File: src/rtl/organization_stage_mt_pkg.sv
// Shared types for the multi-thread organization stage: the thread program, read return and
// pipeline pass layouts, plus the per-slot parking record.
package organization_stage_mt_pkg;

  localparam int DATA_W  = 32;
  localparam int ADDR_W  = 16;
  localparam int INSTR_W = 32;
  localparam int TID_W   = 3;

  typedef logic [TID_W-1:0] thread_id_t;

  typedef struct packed {
    logic [7:0]         thread;
    logic [INSTR_W-1:0] instuctions;
  } thread_program_stuct_t;

  typedef struct packed {
    logic              valid;
    logic [DATA_W-1:0] data;
    logic [ADDR_W-1:0] read_address;
    thread_id_t        receive_id;
  } read_return_t;

  typedef struct packed {
    logic       active_thread;
    thread_id_t id;
  } system_t;

  typedef struct packed {
    system_t            system;
    logic [7:0]         thread;
    logic [INSTR_W-1:0] instuctions;
    logic [DATA_W-1:0]  data;
    logic [ADDR_W-1:0]  data_address;
  } pipeline_pass_structure;

  typedef enum logic [1:0] {
    SLOT_FREE,
    SLOT_WAIT,
    SLOT_DONE
  } org_slot_state_e;

  typedef struct packed {
    org_slot_state_e       state;
    thread_program_stuct_t prog;
    logic [DATA_W-1:0]     data;
    logic [ADDR_W-1:0]     read_address;
  } org_slot_t;

  function automatic pipeline_pass_structure build_pass(
    input thread_program_stuct_t prog,
    input logic [DATA_W-1:0]     data,
    input logic [ADDR_W-1:0]     addr,
    input thread_id_t            id
  );
    pipeline_pass_structure p;
    p.system.active_thread = 1'b1;
    p.system.id            = id;
    p.thread               = prog.thread;
    p.instuctions          = prog.instuctions;
    p.data                 = data;
    p.data_address         = addr;
    return p;
  endfunction

endpackage

File: src/rtl/organization_stage_mt_rr_arbiter.sv
// Round-robin arbiter: one-hot grant of the first request at or after the pointer; the
// pointer moves to the slot after the winner whenever a grant is taken.
module organization_stage_mt_rr_arbiter #(
  parameter int N = 8
) (
  input  logic         clk,
  input  logic         rst,
  input  logic [N-1:0] req,
  input  logic         advance,
  output logic [N-1:0] grant,
  output logic         grant_any
);

  localparam int PW = (N > 1) ? $clog2(N) : 1;

  logic [PW-1:0] ptr;
  logic [PW-1:0] gidx;
  int            j;

  always_comb begin
    grant     = '0;
    gidx      = ptr;
    grant_any = 1'b0;
    j         = 0;
    for (int i = 0; i < N; i++) begin
      j = int'(ptr) + i;
      if (j >= N) j = j - N;
      if (!grant_any && req[j]) begin
        grant_any = 1'b1;
        grant[j]  = 1'b1;
        gidx      = PW'(j);
      end
    end
  end

  always_ff @(posedge clk) begin
    if (!rst) begin
      ptr <= '0;
    end else if (advance && grant_any) begin
      ptr <= (gidx == PW'(N - 1)) ? '0 : gidx + PW'(1);
    end
  end

endmodule

File: src/rtl/organization_stage_mt.sv
// Multi-thread organization stage: parks issued thread programs per thread_id, merges read
// returns by receive_id, and streams completed slots to execution in round-robin order.
module organization_stage_mt
  import organization_stage_mt_pkg::*;
#(
  parameter int NUM_THREADS = 8,
  parameter int NUM_RET     = 2
) (
  input  logic                               clk,
  input  logic                               rst,
  input  logic                               issue_valid,
  output logic                               issue_ready,
  input  thread_program_stuct_t              issue_thread,
  input  thread_id_t                         issue_id,
  input  logic                               issue_need_data,
  input  read_return_t [NUM_RET-1:0]         ret,
  output logic                               out_valid,
  input  logic                               out_ready,
  output pipeline_pass_structure             out_ev,
  output logic                               err_orphan,
  output logic [$clog2(NUM_THREADS+1)-1:0]   pending_count
);

  localparam int CW = $clog2(NUM_THREADS + 1);

  org_slot_t slot     [NUM_THREADS];
  org_slot_t slot_nxt [NUM_THREADS];

  logic                   issue_fire;
  logic                   load;
  logic [NUM_THREADS-1:0] req;
  logic [NUM_THREADS-1:0] grant;
  logic                   grant_any;
  thread_id_t             gidx;
  logic [NUM_RET-1:0]     drop;
  logic                   hit;
  logic [DATA_W-1:0]      hit_data;
  logic [ADDR_W-1:0]      hit_addr;
  logic                   dup;
  logic                   elig;
  logic [CW-1:0]          cnt_nxt;

  assign issue_ready = (slot[issue_id].state == SLOT_FREE);
  assign issue_fire  = issue_valid && issue_ready;
  assign load        = !out_valid || out_ready;

  always_comb begin
    for (int i = 0; i < NUM_THREADS; i++) req[i] = (slot[i].state == SLOT_DONE);
  end

  organization_stage_mt_rr_arbiter #(.N(NUM_THREADS)) u_arb (
    .clk       (clk),
    .rst       (rst),
    .req       (req),
    .advance   (load),
    .grant     (grant),
    .grant_any (grant_any)
  );

  always_comb begin
    gidx = '0;
    for (int i = 0; i < NUM_THREADS; i++) begin
      if (grant[i]) gidx = thread_id_t'(i);
    end
  end

  // A return is kept only if its slot is waiting (or being issued with need_data this
  // cycle) and no lower channel already targets the same id.
  always_comb begin
    drop = '0;
    dup  = 1'b0;
    elig = 1'b0;
    for (int c = 0; c < NUM_RET; c++) begin
      dup = 1'b0;
      for (int k = 0; k < c; k++) begin
        if (ret[k].valid && (ret[k].receive_id == ret[c].receive_id)) dup = 1'b1;
      end
      elig = (slot[ret[c].receive_id].state == SLOT_WAIT) ||
             (issue_fire && issue_need_data && (issue_id == ret[c].receive_id));
      drop[c] = ret[c].valid && (dup || !elig);
    end
  end

  // Slot FSM next state
  always_comb begin
    hit      = 1'b0;
    hit_data = '0;
    hit_addr = '0;
    for (int i = 0; i < NUM_THREADS; i++) begin
      slot_nxt[i] = slot[i];
      hit      = 1'b0;
      hit_data = '0;
      hit_addr = '0;
      for (int c = 0; c < NUM_RET; c++) begin
        if (!hit && ret[c].valid && (ret[c].receive_id == thread_id_t'(i))) begin
          hit      = 1'b1;
          hit_data = ret[c].data;
          hit_addr = ret[c].read_address;
        end
      end
      case (slot[i].state)
        SLOT_FREE: begin
          if (issue_fire && (issue_id == thread_id_t'(i))) begin
            slot_nxt[i].prog = issue_thread;
            if (!issue_need_data) begin
              slot_nxt[i].state        = SLOT_DONE;
              slot_nxt[i].data         = '0;
              slot_nxt[i].read_address = '0;
            end else if (hit) begin
              slot_nxt[i].state        = SLOT_DONE;
              slot_nxt[i].data         = hit_data;
              slot_nxt[i].read_address = hit_addr;
            end else begin
              slot_nxt[i].state = SLOT_WAIT;
            end
          end
        end
        SLOT_WAIT: begin
          if (hit) begin
            slot_nxt[i].state        = SLOT_DONE;
            slot_nxt[i].data         = hit_data;
            slot_nxt[i].read_address = hit_addr;
          end
        end
        SLOT_DONE: begin
          if (load && grant[i]) slot_nxt[i].state = SLOT_FREE;
        end
        default: slot_nxt[i].state = SLOT_FREE;
      endcase
    end
  end

  always_comb begin
    cnt_nxt = '0;
    for (int i = 0; i < NUM_THREADS; i++) begin
      if (slot_nxt[i].state != SLOT_FREE) cnt_nxt = cnt_nxt + CW'(1);
    end
  end

  // Slot state register; payload fields carry no reset
  always_ff @(posedge clk) begin
    for (int i = 0; i < NUM_THREADS; i++) begin
      slot[i].prog         <= slot_nxt[i].prog;
      slot[i].data         <= slot_nxt[i].data;
      slot[i].read_address <= slot_nxt[i].read_address;
      slot[i].state        <= rst ? slot_nxt[i].state : SLOT_FREE;
    end
  end

  always_ff @(posedge clk) begin
    if (!rst) begin
      pending_count <= '0;
      err_orphan    <= 1'b0;
    end else begin
      pending_count <= cnt_nxt;
      err_orphan    <= |drop;
    end
  end

  // Output register stage
  always_ff @(posedge clk) begin
    if (!rst) begin
      out_valid <= 1'b0;
      out_ev    <= '0;
    end else if (load) begin
      out_valid <= grant_any;
      if (grant_any) begin
        out_ev <= build_pass(slot[gidx].prog, slot[gidx].data, slot[gidx].read_address, gidx);
      end
    end
  end

endmodule
File: config.mk
export PLATFORM = sky130hd
export DESIGN_NAME = organization_stage_mt
export DESIGN_NICKNAME = d
export VERILOG_FILES = /design/src/rtl/organization_stage_mt_pkg.sv /design/src/rtl/organization_stage_mt_rr_arbiter.sv /design/src/rtl/organization_stage_mt.sv
export SDC_FILE = /design/constraint.sdc
export NUM_CORES = 2
export LEC_CHECK = 0
export CAP_MARGIN = 20
export CORE_MARGIN = 8
export CORE_UTILIZATION = 49
export CTS_BUF_LIST = sky130_fd_sc_hd__clkbuf_8
export DETAILED_ROUTE_END_ITERATION = 16
export PLACE_DENSITY = 0.68
export SLEW_MARGIN = 20
export SYNTH_ARGS = -nofsm -noshare
export SYNTH_HDL_FRONTEND = slang
export SYNTH_HIERARCHICAL = 1
export SYNTH_SLANG_ARGS = --single-unit
File: constraint.sdc
create_clock -name clk -period 6.7 [get_ports clk]
set_input_delay 0.67 -clock clk [delete_from_list [all_inputs] [get_ports clk]]
set_output_delay 0.67 -clock clk [all_outputs]
set_load 0.005 [all_outputs]
======== Word-level counts from Yosys, hierarchy flattened ========
Memories as Yosys holds them, arrays and structs flattened. A register that Yosys moved wholly into a read port is not among the register bits.
Cells that the tools add are included.
operators by class
  add/sub/neg operators ................... 23
  $lt $le $gt $ge ......................... 24
  eq/ne operators ......................... 43
  muxes and demuxes ....................... 225
  bitwise gates (word level) .............. 7
  reduce and logical (&&, ||, !) cells .... 108
operators by type and width
  kind                                                         number
  two-way mux 32 bit                                           24
  two-way mux 48 bit                                           16
  one-hot mux 48 bit (2 select lines)                          8
  two-way mux 90 bit                                           8
  two-way mux 40 bit                                           8
  >= comparator 32 x 1 -> 1 bit, second input constant         8
  less-than comparator 32 x 5 -> 1 bit, second input constant  8
  two-way mux 16 bit                                           16
  >= comparator 32 x 5 -> 1 bit, second input constant         7
  subtractor 32 x 5 -> 32 bit, second input constant           7
  two-way mux 2 bit                                            42
  two-way mux 8 bit                                            8
  logical AND 1 bit                                            63
  bitwise OR 8 bit                                             7
  two-way mux 1 bit                                            51
  one-hot mux 2 bit (3 select lines)                           8
  == test 3 bit, second input constant                         13
  two-way mux 3 bit                                            13
  adder 4 x 1 -> 4 bit, second input constant                  7
  two-way mux 4 bit                                            7
  binary-select mux 1 bit (select 3 bit)                       8
  demux 1 bit (select 3 bit)                                   8
  == test 2 x 1 -> 1 bit, second input constant                10
  zero test 1 bit                                              19
  16 further kinds                                             56
word-level totals
  bits in registers ....................... 13
  memory bits (writable) .................. 720
  input bits .............................. 152
  output and inout bits ................... 99
  word-level logic and storage cells ...... 437
  memories ................................ 1
memories
  name  words  width  rd ports  clocked after Yosys merged registers in  write ports  line                         source
  slot  8      90     12        1                                        8            organization_stage_mt.sv:26  org_slot_t slot [NUM_THREADS];

======== Longest topological paths before layout ========
  word-level depth ........................ 46
  mapped depth ............................ 36
  gate-level depth less buffers ........... 32

======== By module ========
Netlist, hierarchy kept.
by module, submodules not included
  module                            times used  cells an instance  area each (um^2)  seq. area each (um^2)
  organization_stage_mt             1           3146               40968.0           23422.5
  organization_stage_mt_rr_arbiter  1           143                1312.5            60.1

======== Least setup slack after synthesis ========
Ideal clock, no wire load.
  path type ............................... reg2reg
  start point ............................. reg u_arb.ptr[0]
  end point ............................... reg pending_count[3]
  setup time .............................. 0.133 ns
  data arrival time ....................... 7.112 ns
  data required time ...................... 6.567 ns
  path slack .............................. -0.545 ns
  cell stages (with the launch flop) ...... 34
  buffers on the path ..................... 3
  period minus slack after synthesis ...... 7.245 ns
  cell sequence ........................... dfxtp_1 > buf_4 > inv_1 > buf_2 > ha_1 > buf_6 > mux2i_1 > mux4_2 > a32oi_2 > nor2_1 > a222oi_1 > a21boi_1 > mux2i_1 > a21boi_1 > nor2_1 > inv_1 > ha_1 > or4_1 > nand4_1 > inv_1 > ha_1 > nor2_1 > o21bai_1 > mux2i_1 > xnor2_1 > mux2_2 > ha_1 > o21ai_0 > xnor3_1 > xnor3_1 > or3_1 > a221oi_2 > a211o_1 > a21oi_1
on the way
  word-level cells in the longest chain between the ends .. 46
  elaborated cells between the ends (all ways) .. 178
  classes of those cells .................. 22 x add/sub; 24 x order compare; 87 x mux; 7 x bitwise; 38 x reduce/logical
RTL lines
  element                                                               line                                    source
  start: declaration                                                    organization_stage_mt_rr_arbiter.sv:16  logic [PW-1:0] ptr;
  start signal: assignment                                              organization_stage_mt_rr_arbiter.sv:40  ptr <= (gidx == PW'(N - 1)) ? '0 : gidx + PW'(1);
  branches (longest 26 deep; another with subtractor 32 x 5 -> 32 bit)  n/a
  two-way mux 8 bit (*)                                                 organization_stage_mt_rr_arbiter.sv:28  if (!grant_any && req[j]) begin
  named net grant[0]                                                    organization_stage_mt.sv:32             logic [NUM_THREADS-1:0] grant;
  logical AND 1 bit (*)                                                 organization_stage_mt.sv:126            if (load && grant[i]) slot_nxt[i].state = SLOT_FREE;
  two-way mux 2 bit (*)                                                 organization_stage_mt.sv:126
  one-hot mux 2 bit (3 select lines) (*)                                organization_stage_mt.sv:101            case (slot[i].state)
  nonzero test 2 bit (*)                                                organization_stage_mt.sv:136            if (slot_nxt[i].state != SLOT_FREE) cnt_nxt = cnt_nxt + CW'(1);
  two-way mux 1 bit (*)                                                 organization_stage_mt.sv:136
  [6 not listed]                                                        n/a
  adder 4 x 1 -> 4 bit                                                  organization_stage_mt.sv:136
  two-way mux 4 bit (*)                                                 organization_stage_mt.sv:136
  adder 4 x 1 -> 4 bit                                                  organization_stage_mt.sv:136
  two-way mux 4 bit (*)                                                 organization_stage_mt.sv:136
  adder 4 x 1 -> 4 bit                                                  organization_stage_mt.sv:136
  two-way mux 4 bit (*)                                                 organization_stage_mt.sv:136
  adder 4 x 1 -> 4 bit                                                  organization_stage_mt.sv:136
  two-way mux 4 bit (*)                                                 organization_stage_mt.sv:136
  end signal: assignment                                                organization_stage_mt.sv:155            pending_count <= cnt_nxt;
  end: declaration                                                      organization_stage_mt.sv:21             output logic [$clog2(NUM_THREADS+1)-1:0] pending_count
Mark *: on every way through the listed nets, which the timed path passes. The select of a mux whose other input is x is not followed.
A chain may end at the register's enable or synchronous reset.

======== Final worst setup path ========
  start point ............................. reg u_arb.ptr[0]
  end point ............................... reg pending_count[3]
on the way
  elaborated cells between the ends (all ways) .. 178
  classes of those cells .................. 22 x add/sub; 24 x order compare; 87 x mux; 7 x bitwise; 38 x reduce/logical
RTL lines
  element                                                               line
  branches (longest 26 deep; another with subtractor 32 x 5 -> 32 bit)  n/a
  two-way mux 8 bit (*)                                                 organization_stage_mt_rr_arbiter.sv:28
  named net grant[1]                                                    organization_stage_mt.sv:32
  logical AND 1 bit (*)                                                 organization_stage_mt.sv:126
  two-way mux 2 bit (*)                                                 organization_stage_mt.sv:126
  one-hot mux 2 bit (3 select lines) (*)                                organization_stage_mt.sv:101
  nonzero test 2 bit (*)                                                organization_stage_mt.sv:136
  two-way mux 4 bit (*)                                                 organization_stage_mt.sv:136
  [4 not listed]                                                        n/a
  adder 4 x 1 -> 4 bit                                                  organization_stage_mt.sv:136
  two-way mux 4 bit (*)                                                 organization_stage_mt.sv:136
  adder 4 x 1 -> 4 bit                                                  organization_stage_mt.sv:136
  two-way mux 4 bit (*)                                                 organization_stage_mt.sv:136
  adder 4 x 1 -> 4 bit                                                  organization_stage_mt.sv:136
  two-way mux 4 bit (*)                                                 organization_stage_mt.sv:136
  adder 4 x 1 -> 4 bit                                                  organization_stage_mt.sv:136
  two-way mux 4 bit (*)                                                 organization_stage_mt.sv:136
Marks and branches as above.

==> results.json <==
{
  "drive_gt1_frac": 0.169,
  "worstSetupStartpoint": "u_arb/ptr[0]",
  "startpoint_type": "register",
  "clk_transition_reported_paths_ns": 0.06,
  "grt_use_met3": 0.0731,
  "cp_slowest_stage_delay_ns": 0.56,
  "hold_viol": 0,
  "die_area_um2": 95900,
  "power_density_nw_per_um2": 326,
  "portBuffers": 250,
  "ys_ff_latch": 821,
  "slew_headroom": 0.209,
  "rr_worst_depth": 30,
  "synth_top_cell_by_area": "edfxtp_1",
  "h-tree-depth": 4,
  "seq_area_frac_synth": 0.555,
  "path_buf_inv": 3,
  "grt_max_degree": 101,
  "antenna_left": 0,
  "synth_nets": 3456,
  "worst_pin_slew_ns": 1.18,
  "grt_busiest_layer": "met2",
  "synth_flop_cell": "edfxtp_1",
  "fin_setup_tns_ns": 0,
  "hp-class": "reg -> reg",
  "post_drt_wl_per_cell_um": 29.1,
  "grt_overflow_total": 0,
  "dpl.hpwl_um": 78700,
  "vdd_ir_drop_max_v": 0.000342,
  "outcome": "finished clean",
  "synth_area_leaders": "edfxtp_1 50%, mux2i_1 11%, mux4_2 10%",
  "min_path_cells": 2,
  "yosysTopAreaCellShare": 0.500,
  "drtIter0Drc": 3889,
  "slew_viol_final": 0,
  "utilization": 0.576,
  "worst_ep_required_time_ns": 7.44,
  "regToRegSetupSlack_ns": 0.02,
  "syn_inst": 3289,
  "clock-sinks": 821,
  "first_pass_iters": 6,
  "fin_crit_sh": 0.997,
  "hold-worst-slack_ns": 0.469,
  "die_h_um": 310,
  "synth_cell_type_count": 81,
  "critPathKind": "reg -> reg",
  "async_reset_ff_frac": 0,
  "gp_congestion": 0.883,
  "syn_area_per_cell_um2": 12.9,
  "fmax_ghz": 0.150,
  "rsz0062_at_grt": "yes",
  "grt_pass1_wl_um": 201000,
  "initial_utilization": 0.496,
  "reg2reg_from": "u_arb/ptr[0]",
  "min_period_ns": 6.68,
  "setup_viol": 0,
  "synth.cell_area_um2": 42300,
  "crit_fanout": 6,
  "skew_ns": 0.0450,
  "whs_endpoint": "out_ev[91]",
  "vias": 30700,
  "nets": 3611,
  "antenna_found_initial": 16,
  "final_cell_mix": "704 x edfxtp_1, 521 x nor2_1, 452 x mux2i_1",
  "syn_to_final_growth_pct": 16.2,
  "rows": 107,
  "reg2reg_to": "pending_count[3]",
  "worstPathArrival_ns": 7.43,
  "synth-edff-count": 704,
  "hold_start": "out_ev[91]",
  "remaining_drc_errors": 0,
  "ios": 251,
  "crit_path_top_delay_cell": "mux4_2",
  "met2_usage": 0.450,
  "grt_pass1_vias": 31200,
  "cts_tree": "built",
  "endpoint_kind": "register",
  "cp_common_cell": "ha_4",
  "final_common_cell": "edfxtp_1",
  "clock_latency_ns": 0.84,
  "core-area_um2": 85300,
  "viasPerCell": 6.51,
  "clk_path_buf_depth": 3,
  "ys_warn_count": 6,
  "maxCapViolCount": 0,
  "path_delay_family": "compound AO/OA/AOI/OAI gates",
  "ctsHoldBuffers": 0,
  "ctsRootBufferMaster": "clkbuf_8",
  "cts_buffers": 141,
  "die_x_um": 310,
  "p_leak_nw": 17.8,
  "finalWirelength_um": 137000,
  "use_met1": 0.353,
  "grtUsageTotal": 0.279
}
cell families (layout without fill, tap and decap cells):
family | count (synthesis) | after routing | synth area share
simple gates | 793 | 793 | 0.0795
other cells | 0 | 10 | 0
fa+ha+maj | 15 | 15 | 0.00444
xor+xnor | 28 | 28 | 0.00716
mux | 650 | 650 | 0.211
buf+inv | 395 | 666 | 0.0368
flops | 821 | 821 | 0.555
compound gates | 587 | 587 | 0.106
cell type report:
class	count	area [µm²]
clock inverters	106	604
diodes	10	25.0
multi-input cells	2073	17700
fillers	6818	36100
repair buffers	386	3670
flip-flops and latches	821	23500
inverters	21	81.3
well taps	1144	1430
clock buffers	153	2110
worst max-delay path by stage:
stage	slack (ns)	cells past startpoint	to
after floorplan	-0.08	31	pending_count[3]
after global placement	-0.09	29	pending_count[3]
after detailed placement	-0.31	30	pending_count[3]
after CTS	0.03	30	pending_count[3]
after global routing	-0.31	30	pending_count[3]
final	0.02	30	pending_count[3]
report_power, final:
part / internal (mW) / total [mW] / leakage (nW) / switching (mW)
registers: 5.85 / 6.02 / 7.48 / 0.174
clock network: 2.31 / 4.43 / 1.60 / 2.12
logic: 2.60 / 5.59 / 8.67 / 2.99
flip-flops by register name (all words and copies together), names as in the netlist:
name           cells
slot             720
u_arb/ptr          3
pending_count      4
out_ev            92
out_valid          1
err_orphan         1
synthesized netlist by cell type (all sizes together) (4+ instances only):
cell type / number
edfxtp: 704
nor2: 529
mux2i: 456
a211oi: 434
clkbuf: 251
mux4: 191
nand2: 138
buf: 123
dfxtp: 117
a311oi: 48
a21oi: 27
inv: 21
nor3: 20
xnor2: 20
ha: 15
nor2b: 14
nand3: 13
o21ai: 13
a21boi: 11
nand2b: 11
nand4: 8
nor4: 8
a221oi: 7
and2: 7
or2: 7
or3: 7
and3: 5
nand4b: 5
nor4b: 5
o21bai: 5
a211o: 4
o31ai: 4
xor2: 4
through the flow:
step	setup slack [ns]	instances	total power, mW	area [µm²]
4_1_cts	0.0286	4700	16.1	49000
5_1_grt	-0.308	4708	16.7	49100
6_report	0.0171	4714	16.0	49100
3_3_place_gp	-0.0868	4432	11.6	46200
2_1_floorplan	-0.0820	3289	9.72	42400
3_5_place_dp	-0.312	4432	11.7	46200
timing repair:
action,CTS,global route
resized for setup,23,12
setup endpoints to repair,2,2
buffers inserted,9,4
pin swaps,14,13
worst min-delay path, delay by kind of cell, from the launching register on:
kind / cells / cell delay, ns
flops: 1 / 0.32
simple gates: 2 / 0.11
per-layer routing:
metal  wire [µm]  up-vias
met2       65600     1858
met4        5540       12
met1       51900    15400
li1            -    13100
met3       14000      335
met5          77        -
No activity file was read; power rests on OpenSTA's default activity.
